### src/rtl/piradip_stream_to_symbol_if.sv
// ----------------------------------------------------------------------------
// piradip_stream_to_symbol_if : word-in / symbol-out stream bundle
// Rev 1.0
// ----------------------------------------------------------------------------
`default_nettype none

interface piradip_stream_to_symbol_if #(
  parameter int WIDTH     = 32,
  parameter int SYM_WIDTH = 1,
  parameter int CW        = $clog2(WIDTH / SYM_WIDTH + 1)
);
  logic [WIDTH-1:0]     words_tdata;
  logic                 words_tvalid;
  logic                 words_tlast;
  logic                 words_tready;
  logic [SYM_WIDTH-1:0] sym_tdata;
  logic                 sym_tvalid;
  logic                 sym_tlast;
  logic                 sym_tready;
  logic                 align;
  logic                 empty;
  logic [CW-1:0]        sym_count;

  modport slave (
    input  words_tdata, words_tvalid, words_tlast,
    output words_tready,
    output sym_tdata, sym_tvalid, sym_tlast,
    input  sym_tready,
    input  align,
    output empty, sym_count
  );

  modport master (
    output words_tdata, words_tvalid, words_tlast,
    input  words_tready,
    input  sym_tdata, sym_tvalid, sym_tlast,
    output sym_tready,
    output align,
    input  empty, sym_count
  );
endinterface

`default_nettype wire

### src/rtl/piradip_stream_to_symbol.sv
// ----------------------------------------------------------------------------
// piradip_stream_to_symbol : serialises WIDTH-bit words into SYM_WIDTH symbols
// Rev 1.0
// ----------------------------------------------------------------------------
`default_nettype none

module piradip_stream_to_symbol #(
  parameter int WIDTH     = 32,
  parameter int SYM_WIDTH = 1,
  parameter int MSB_FIRST = 1
) (
  input  wire logic                  aclk,
  input  wire logic                  aresetn,
  piradip_stream_to_symbol_if.slave  bus
);
  localparam int N  = WIDTH / SYM_WIDTH;
  localparam int CW = $clog2(N + 1);
  localparam logic [CW-1:0] CNT_FULL = CW'(N);
  localparam logic [CW-1:0] CNT_ONE  = CW'(1);
  localparam logic [CW-1:0] CNT_ZERO = '0;

  generate
    if ((SYM_WIDTH < 1) || ((WIDTH % SYM_WIDTH) != 0)) begin : g_bad_sym_width
      $error("SYM_WIDTH must divide WIDTH exactly");
    end
  endgenerate

  logic [WIDTH-1:0] shift_q;
  logic [WIDTH-1:0] shift_next;
  logic [CW-1:0]    cnt;
  logic             last_q;
  logic             sym_hs;
  logic             word_acc;

  assign sym_hs   = (cnt != CNT_ZERO) & bus.sym_tready;
  // Reloading on the final symbol's handshake keeps back-to-back words gapless.
  assign bus.words_tready = ~bus.align &
                            ((cnt == CNT_ZERO) | ((cnt == CNT_ONE) & sym_hs));
  assign word_acc = bus.words_tvalid & bus.words_tready;

  assign bus.sym_tvalid = (cnt != CNT_ZERO);
  assign bus.empty      = (cnt == CNT_ZERO);
  assign bus.sym_tlast  = (cnt == CNT_ONE) & last_q;
  assign bus.sym_count  = cnt;

  generate
    if (MSB_FIRST != 0) begin : g_msb_first
      assign bus.sym_tdata = shift_q[WIDTH-1 -: SYM_WIDTH];
      assign shift_next    = shift_q << SYM_WIDTH;
    end else begin : g_lsb_first
      assign bus.sym_tdata = shift_q[SYM_WIDTH-1:0];
      assign shift_next    = shift_q >> SYM_WIDTH;
    end
  endgenerate

  always_ff @(posedge aclk or negedge aresetn) begin
    if (!aresetn) begin
      shift_q <= '0;
      cnt     <= CNT_ZERO;
      last_q  <= 1'b0;
    end else if (bus.align) begin
      cnt    <= CNT_ZERO;
      last_q <= 1'b0;
    end else if (word_acc) begin
      shift_q <= bus.words_tdata;
      cnt     <= CNT_FULL;
      last_q  <= bus.words_tlast;
    end else if (sym_hs) begin
      shift_q <= shift_next;
      cnt     <= cnt - CNT_ONE;
    end
  end
endmodule

`default_nettype wire
### src/flat_wrapper.sv
// flat-port wrapper written by rule: the top's interface ports become plain ports
module piradip_stream_to_symbol_flat 
#(
  parameter int WIDTH     = 32,
  parameter int SYM_WIDTH = 1,
  parameter int MSB_FIRST = 1
)
  (aclk, aresetn, bus_words_tdata, bus_words_tvalid, bus_words_tlast, bus_words_tready, bus_sym_tdata, bus_sym_tvalid, bus_sym_tlast, bus_sym_tready, bus_align, bus_empty, bus_sym_count);
  piradip_stream_to_symbol_if #(.WIDTH(WIDTH), .SYM_WIDTH(SYM_WIDTH)) bus_i ();
  input  wire logic aclk;
  input  wire logic aresetn;
  input wire logic [$bits(bus_i.words_tdata)-1:0] bus_words_tdata;
  input wire logic [$bits(bus_i.words_tvalid)-1:0] bus_words_tvalid;
  input wire logic [$bits(bus_i.words_tlast)-1:0] bus_words_tlast;
  output wire logic [$bits(bus_i.words_tready)-1:0] bus_words_tready;
  output wire logic [$bits(bus_i.sym_tdata)-1:0] bus_sym_tdata;
  output wire logic [$bits(bus_i.sym_tvalid)-1:0] bus_sym_tvalid;
  output wire logic [$bits(bus_i.sym_tlast)-1:0] bus_sym_tlast;
  input wire logic [$bits(bus_i.sym_tready)-1:0] bus_sym_tready;
  input wire logic [$bits(bus_i.align)-1:0] bus_align;
  output wire logic [$bits(bus_i.empty)-1:0] bus_empty;
  output wire logic [$bits(bus_i.sym_count)-1:0] bus_sym_count;
  assign bus_i.words_tdata = bus_words_tdata;
  assign bus_i.words_tvalid = bus_words_tvalid;
  assign bus_i.words_tlast = bus_words_tlast;
  assign bus_words_tready = bus_i.words_tready;
  assign bus_sym_tdata = bus_i.sym_tdata;
  assign bus_sym_tvalid = bus_i.sym_tvalid;
  assign bus_sym_tlast = bus_i.sym_tlast;
  assign bus_i.sym_tready = bus_sym_tready;
  assign bus_i.align = bus_align;
  assign bus_empty = bus_i.empty;
  assign bus_sym_count = bus_i.sym_count;
  piradip_stream_to_symbol #(.WIDTH(WIDTH), .SYM_WIDTH(SYM_WIDTH), .MSB_FIRST(MSB_FIRST)) u_core (.aclk(aclk), .aresetn(aresetn), .bus(bus_i));
endmodule
### config.mk
export PLATFORM = sky130hd
export DESIGN_NAME = piradip_stream_to_symbol_flat
export DESIGN_NICKNAME = d
export VERILOG_FILES = /design/src/rtl/piradip_stream_to_symbol_if.sv /design/src/rtl/piradip_stream_to_symbol.sv /design/src/flat_wrapper.sv
export SDC_FILE = /design/constraint.sdc
export NUM_CORES = 1
export LEC_CHECK = 0
export BUFFER_PORTS_ARGS = -buffer_cell sky130_fd_sc_hd__clkbuf_2
export CAP_MARGIN = 40
export CORE_MARGIN = 4
export CORE_UTILIZATION = 55
export CTS_CLUSTER_DIAMETER = 40
export CTS_CLUSTER_SIZE = 20
export DETAILED_ROUTE_END_ITERATION = 8
export GPL_TIMING_DRIVEN = 0
export PLACE_DENSITY = 0.83
export REMOVE_ABC_BUFFERS = 1
export SETUP_SLACK_MARGIN = 0.05
export SLEW_MARGIN = 20
export SYNTH_ARGS = -nofsm -noshare
export SYNTH_HDL_FRONTEND = slang
export SYNTH_SLANG_ARGS = --single-unit
### constraint.sdc
create_clock -name aclk -period 5.1 [get_ports aclk]
set_clock_uncertainty 0.1 [all_clocks]
set_input_delay 0.765 -clock aclk [delete_from_list [all_inputs] [get_ports aclk]]
set_output_delay 0.765 -clock aclk [all_outputs]
set_load 0.02 [all_outputs]
# --- Word level (Yosys, flattened, before mapping) ---
# Index checks and enable logic that the tools add are counted.
# W data, S select, Z words.
word_totals:
  regBits: 39
  inputBits: 38
  output_inout_bits: 11
op_classes:
  n_addsub: 1
  eq_ne: 1
  n_mux: 7
  bitwise: 7
  n_reduce_logical: 6
ops:
  columns: ["op", "count"]
  rows:
  - ["$mux W32", 2]
  - ["$mux W6", 3]
  - ["$eq A6 B1 Y1 const B", 1]
  - ["$logic_not A6 Y1", 1]
  - ["$reduce_bool A6 Y1", 1]
  - ["$sub A6 B1 Y6 const B", 1]
  - ["$and A1 B1 Y1", 5]
  - ["$reduce_bool A2 Y1", 2]
  - ["$reduce_bool A3 Y1", 1]
  - ["$mux W1", 2]
  - ["$reduce_and A2 Y1", 1]
  - ["$not A1 Y1", 1]
  - ["$or A1 B1 Y1", 1]

# --- Longest topological paths before layout ---
# Gate-level depths: netlist of the first run.
depth:
  word_depth: 8
  depth_mapped: 9
  mapped_depth_nobuf: 6

# --- Worst setup path after synthesis of the first run ---
# No wires, ideal clock.
synth_timing:
  kind: "flip-flop to output port"
  from: "reg u_core.cnt[1] (netlist: u_core.bus.sym_count[1])"
  to: "out bus_sym_tvalid"
  arrival_time_ps: 1499
  path_slack_ps: 2736
  path_stages_with_launch: 7
  path_cell_list: "dfrtp_1 > inv_1 > ha_1 > nor3b_2 > and2_1 > buf_2 > inv_1"
synth_between:
  elab_chain_cells: 1
synth_lines:
  columns: ["element", "line", "text"]
  rows:
  - ["start, declared", "piradip_stream_to_symbol.sv:30", "logic [CW-1:0] cnt;"]
  - ["start signal, assigned", "piradip_stream_to_symbol.sv:70", "cnt <= cnt - CNT_ONE;"]
  - ["$reduce_bool A6 Y1", "piradip_stream_to_symbol.sv:41", "assign bus.sym_tvalid = (cnt != CNT_ZERO);"]
  - ["end, declared", "flat_wrapper.sv:17", "output wire logic [$bits(bus_i.sym_tvalid)-1:0] bus_sym_tvalid;"]
# No other way between the ends.

# --- Worst setup path after layout of the first run ---
# Ends and elaborated chain as after synthesis.

==> results of run 1 <==
power by group through the flow:
stage / combinational [W] / sequential [W] / clock, W
after global placement: 0.000600 / 0.000554 / 0
final: 0.000664 / 0.000554 / 0.000177
after CTS: 0.000654 / 0.000554 / 0.000182
after floorplan: 0.000428 / 0.000564 / 0
after global routing: 0.000743 / 0.000574 / 0.000195
after detailed placement: 0.000653 / 0.000559 / 0
registers in the layout (all words and copies together) (netlist names):
| name | count |
|---|---|
| u_core.shift_q | 32 |
| u_core.bus.sym_count | 6 |
| u_core.last_q | 1 |
layout make-up:
type,instances,area [um^2]
Timing Repair Buffer,51,310
Clock buffer,7,65.1
Inverter,33,124
Fill cell,266,888
Multi-Input combinational cell,103,727
Sequential cell,39,976
Tap cell,44,55.1
Clock inverter,1,7.51
metal layers:
layer,share of wire [%],vias to the layer above,global-route usage [%],routed length [um]
met1,46,704,25.7,1800
met5,0,-,0,0
met3,4.5,4,4.42,175
li1,-,746,-,-
met2,48,31,32.0,1890
met4,0.95,0,4.82,37
cell families (layout without fill, tap and decap cells):
family          after synthesis  count (layout)
compound gates               76              76
xor+xnor                      2               2
fa+ha+maj                     2               2
buf+inv                      44              92
flops                        39              39
mux                           2               2
simple gates                 21              21
per-stage QoR:
step	total power, W	util (%)	hold WS, ns
6_report	0.00139	71.8	0.245
3_5_place_dp	0.00121	69.0	0.390
4_1_cts	0.00139	71.3	0.245
5_1_grt	0.00151	71.8	0.243
2_1_floorplan	0.000992	-	0.367
3_3_place_gp	0.00115	66.9	0.381
Yosys cell counts, types with 2 or more instances:
library cell	count	area (um^2)
ha_1	2	25.0
nand2b_1	3	18.8
dfrtp_1	39	976
xor2_1	2	17.5
and3_1	2	12.5
o21ai_1	10	50.1
a21o_1	3	22.5
buf_2	5	25.0
inv_1	33	124
a22oi_1	29	218
a21oi_1	4	20.0
a22o_1	4	35.0
nand2_1	3	11.3
o21ai_0	21	105
nor2_1	2	7.51
clkbuf_1	4	15.0
worst paths after layout:
check / from / cells past startpoint / slack, ns / to
min: aresetn / 1 / 0.25 / u_core.shift_q[18]
max: u_core.bus.sym_count[1] / 6 / 2.28 / bus_sym_tvalid
max reg2reg: u_core.bus.sym_count[2] / 4 / 2.69 / u_core.shift_q[7]
max in group asynchronous: aresetn / 2 / 4.19 / u_core.bus.sym_count[5]
min in group aclk: u_core.shift_q[13] / 2 / 0.42 / u_core.shift_q[14]
min reg2reg: u_core.shift_q[13] / 2 / 0.42 / u_core.shift_q[14]
worst reg2reg max path: cells and delay by family, from the launching register on:
family | cells | cell delay, ns
AO/OA/AOI/OAI | 1 | 0.25
flip-flops | 1 | 0.50
AND/OR/NAND/NOR | 3 | 1.45
==> impl_metrics.json, run 1 <==
{
  "setup_viol_count_final": 0,
  "post-route-cell-area_um2": 2260,
  "cts_post_setup_buffers_inserted": 0,
  "place_inst": 269,
  "drt-pass1-iter-count": 4,
  "clock_sink_count": 39,
  "drv_slew": 0,
  "switching_share_pct": 42.1,
  "timing.critical_path.to_type": "output pin",
  "global_route.overflow_total": 0,
  "clk_root_buffer_cell": "clkbuf_4",
  "critical_path_class": "reg2out",
  "final_cell_count_no_fill": 278,
  "clkTransAtPathRegs_ns": 0.12,
  "peakVddDrop_uv": 314,
  "number_of_buffers_inserted_during_clock_tree_synthesis": 5,
  "cts_tree": "done",
  "totalNegativeSetupSlack_ns": 0,
  "first_pass_grt_wire_length_mm": 6.51,
  "synthAdderAreaFrac_pct": 1.34,
  "viasPerCell": 5.34,
  "leakagePower_nw": 1.11,
  "unrepaired_setup_endpoints_after_global_routing": "false",
  "core_area_um2": 3150,
  "route.detailed.wl_per_inst_um": 14.0,
  "cts.htree.levels": 2,
  "postCtsHoldBufs": 0,
  "diodes": 0,
  "top_level_ports": 49,
  "detailed_route_drc_error_count": 0,
  "synth_compound_gate_area_share_pct": 26.6,
  "place_worst_setup_slack_ns": 2.46,
  "min_period_over_period_pct": 55.3,
  "mostFrequentLayoutCells": "clkbuf_2 (48), dfrtp_1 (39), inv_1 (33), a22oi_1 (29), o21ai_0 (21)",
  "synth.mux.area_fraction_pct": 1.14,
  "slew_headroom_pct": 55.9,
  "run_status": "complete, no violations",
  "port_buffers": 48,
  "syn_inst": 186,
  "clock_latency_ns": 0.33,
  "nNetsFinal": 273,
  "place_area_um2": 2180,
  "power.combinational.fraction_pct": 47.6,
  "critical_path.top_delay_family": "simple AND/OR/NAND/NOR gates",
  "fmax_mhz": 354,
  "synth-edff-count": 0,
  "place.gp.congestion": 0.807,
  "place.detailed.hpwl_mm": 2.77,
  "critical_path.most_common_cell": "inv_1",
  "route.final.wire_length_mm": 3.90,
  "tightest_slew_ns": 0.661,
  "cp_slowest_stage_delay_ns": 0.44,
  "pin_count_of_the_biggest_net_entering_global_routing": 38,
  "first_global_vias": 1431,
  "synth_seq_area_share_pct": 52.1,
  "die_h_um": 66.4,
  "worst_path_arrival_time_ns": 1.96,
  "drv.max_cap_violation_count": 0,
  "layout.cells.most_common": "clkbuf_2",
  "net_switching_power_w": 0.000587,
  "antenna_found_initial": 0,
  "worstPathBufferInverterCount": 3,
  "hp-class": "in2async",
  "finalCriticalPeriod_ns": 2.82,
  "synth_simple_gate_area_share_pct": 8.15,
  "dominant_combinational_cell_family_by_area_after_synthesis": "compound AO/OA/AOI/OAI gates",
  "layout-drive-gt1-share_pct": 27.8,
  "die_x_um": 66.4,
  "synthXorXnorAreaFrac_pct": 0.935,
  "critical_path_cell_by_cell": "inv_1 -> ha_1 -> nor3b_2 -> and2_1 -> inv_1 -> clkbuf_2",
  "synth_seq_cells": 39,
  "synthesis.area_um2": 1870,
  "post_synth_num_cell_types": 36,
  "synth-main-ff-cell": "dfrtp_1",
  "fp_rows": 20,
  "floorplan.initialDensity_pct": 59.4,
  "post_synth.cell_area_avg_um2": 10.1,
  "fraction_of_registers_with_async_set_or_reset_after_synthesis_pct": 100,
  "power.clock.fraction_pct": 12.7,
  "setup_ws_ns": 2.28,
  "cts-root-to-sink-buffers": 2,
  "crit_path_max_fanout": 7,
  "startpoint_type": "flop",
  "timing_hold_violations_final": 0,
  "cpMaxStageDelayCell": "dfrtp_1",
  "seq_power_share_pct": 39.7,
  "required_ns": 4.24,
  "power_per_cell_area_nw_per_um2": 616,
  "floorplan.die_area_um2": 4400,
  "detail_route.iter0.violations": 83,
  "via_count": 1485,
  "cts.repair.resized": 0,
  "synth-warning-count": 0,
  "detail-route-antenna-nets": 0,
  "cellInternalPower_w": 0.000808,
  "area_growth_syn_to_layout_pct": 20.9,
  "groute.usage.overall_pct": 19.4
}
Power figures use the tool's default switching activity.
==> run 2, diff against run 1 <==
Settings changed: CORE_UTILIZATION 55 to 52, PLACE_DENSITY 0.83 to 0.79.
Clock period 5.1 ns to 2.85 ns, I/O delays scaled along.
==> run 2 against run 1 <==
- global-route usage down 0.39 points
- power up 73%
- clock power up 51%
- sequential power up 80%
- critical path depth unchanged
- sequential cell count unchanged
- combinational power up 73%
- sequential share of layout area up 0.48 points
==> impl_metrics.json, run 2 (synthesis results as in run 1) <==
{
  "run_status": "complete, no violations",
  "peakVddDrop_uv": 489,
  "post-layout-total-power_w": 0.00241,
  "clock_latency_ns": 0.33,
  "viasPerCell": 5.55,
  "net_switching_power_w": 0.00104,
  "drv_slew": 0,
  "power.clock.fraction_pct": 11.1,
  "startpoint_type": "flop",
  "clk_root_buffer_cell": "clkbuf_4",
  "nNetsFinal": 273,
  "detailed_route_drc_error_count": 0,
  "setup_ws_ns": 0.335,
  "core_area_um2": 3420,
  "final_cell_count_no_fill": 280,
  "required_ns": 2.93,
  "critical_path_class": "reg2reg",
  "regMostFlops": "u_core.shift_q",
  "unrepaired_setup_endpoints_after_global_routing": "false",
  "clock_sink_count": 39,
  "clkTransAtPathRegs_ns": 0.11,
  "diodes": 0,
  "detail_route.iter0.violations": 138,
  "top_level_ports": 49,
  "place.detailed.hpwl_mm": 2.77,
  "tightest_slew_ns": 0.822,
  "detail-route-antenna-nets": 0,
  "first_global_vias": 1462,
  "pin_count_of_the_biggest_net_entering_global_routing": 38,
  "slew_headroom_pct": 45.2,
  "timing.critical_path.to_type": "flop",
  "number_of_buffers_inserted_during_clock_tree_synthesis": 5,
  "cts_post_setup_buffers_inserted": 0,
  "route.detailed.wl_per_inst_um": 14.0,
  "cts_tree": "done",
  "global_route.overflow_total": 0,
  "post-route-cell-area_um2": 2240,
  "finalCriticalPeriod_ns": 2.51,
  "timing_hold_violations_final": 0,
  "flip_flop_count_of_the_largest_register_after_layout": 32,
  "min_path_cells": 3,
  "switching_share_pct": 42.9,
  "layout.cells.most_common": "clkbuf_2",
  "route.final.wire_length_mm": 3.92,
  "seq_power_share_pct": 41.3,
  "cts.repair.resized": 0,
  "place_worst_setup_slack_ns": 0.317,
  "area.sequential_um2": 976,
  "first_pass_grt_wire_length_mm": 6.49,
  "power_per_cell_area_nw_per_um2": 1080,
  "leakagePower_nw": 1.10,
  "die_x_um": 68.0,
  "place_inst": 271,
  "antenna_found_initial": 0,
  "via_count": 1554,
  "floorplan.initialDensity_pct": 54.8,
  "crit_path_max_fanout": 29,
  "ff2ff_path_depth": 6,
  "groute.usage.overall_pct": 19.0,
  "floorplan.die_area_um2": 4630,
  "place_area_um2": 2180,
  "cellInternalPower_w": 0.00138,
  "n_fill_cell": 302,
  "port_buffers": 48,
  "die_h_um": 68.0,
  "min_period_over_period_pct": 88.2,
  "mostFrequentLayoutCells": "clkbuf_2 (48), dfrtp_1 (39), inv_1 (33), a22oi_1 (29), o21ai_0 (21)",
  "fp_rows": 21,
  "hp-class": "in2reg",
  "power.combinational.fraction_pct": 47.6,
  "area_occupied_by_multi_input_gates_um2": 727,
  "setup_viol_count_final": 0,
  "worst_path_arrival_time_ns": 2.60,
  "fmax_mhz": 398,
  "layout-drive-gt1-share_pct": 26.5,
  "cts.htree.levels": 2,
  "place.gp.congestion": 0.747,
  "drv.max_cap_violation_count": 0,
  "cts-root-to-sink-buffers": 2,
  "area_growth_syn_to_layout_pct": 19.6,
  "drt-pass1-iter-count": 5
}
-- run 2: cell types whose count changed in the layout (fill, tap and decap cells not counted), sizes merged --
cell         delta
dlygate4sd3     +1
clkinvlp        -1
clkinv          +1
buf             -1
-- run 2: per-layer routing --
layer	vias up	GRT usage, %	part of all wire, %
li1	749	-	-
met1	744	24.7	46
met2	53	29.4	45
met3	8	6.73	7.9
met4	0	6.45	1.3
met5	-	0	0
-- run 2: cell type report --
| cell class | count | area share (%) |
|---|---|---|
| sequential | 39 | 43.6 |
| multi-input combinational | 103 | 32.5 |
| timing repair buffer | 51 | 13.6 |
| inverter | 33 | 5.53 |
| tap | 46 | 2.57 |
| clock buffer | 7 | 2.01 |
| clock inverter | 1 | 0.223 |
-- run 2: per-stage QoR --
| stage | hold WS [ns] | TNS, ns | util (%) |
|---|---|---|---|
| floorplan | 0.0319 | 0 | - |
| global placement | 0.384 | -11.77 | 61.8 |
| detailed placement | 0.336 | 0 | 63.8 |
| CTS | 0.190 | 0 | 65.6 |
| global route | 0.190 | 0 | 65.6 |
| finish | 0.201 | 0 | 65.6 |
-- run 2: final timing paths --
kind | start | end | slack (ns)
max | u_core.bus.sym_count[1] | u_core.shift_q[14] | 0.34
min | bus_words_tdata[6] | u_core.shift_q[6] | 0.20
max reg2reg | u_core.bus.sym_count[1] | u_core.shift_q[14] | 0.34
min reg2reg | u_core.shift_q[10] | u_core.shift_q[11] | 0.41
max in group asynchronous | aresetn | u_core.shift_q[14] | 1.66
min in group asynchronous | aresetn | u_core.bus.sym_count[5] | 0.50
-- run 2: what timing repair did --
item	4_1_cts	5_1_grt
setup endpoints to repair	0	0
endpoints found under the hold margin	19	0
hold buffers	1	0
-- run 2: critical path, stage by stage, from the launching register on --
cell and delay (ns):
dfrtp_1 0.44, inv_1 0.10, ha_1 0.22, nor3b_2 0.30, and2_1 0.31, a21o_1 0.69
o21ai_0 0.19
-- run 2: power groups by stage --
| stage | clock, W | sequential (W) | combinational [W] |
|---|---|---|---|
| after floorplan | 0 | 0.00101 | 0.000767 |
| after global placement | 0 | 0.000997 | 0.00107 |
| after detailed placement | 0 | 0.00100 | 0.00116 |
| after CTS | 0.000277 | 0.000998 | 0.00116 |
| after global routing | 0.000299 | 0.00103 | 0.00128 |
| final | 0.000267 | 0.000997 | 0.00115 |
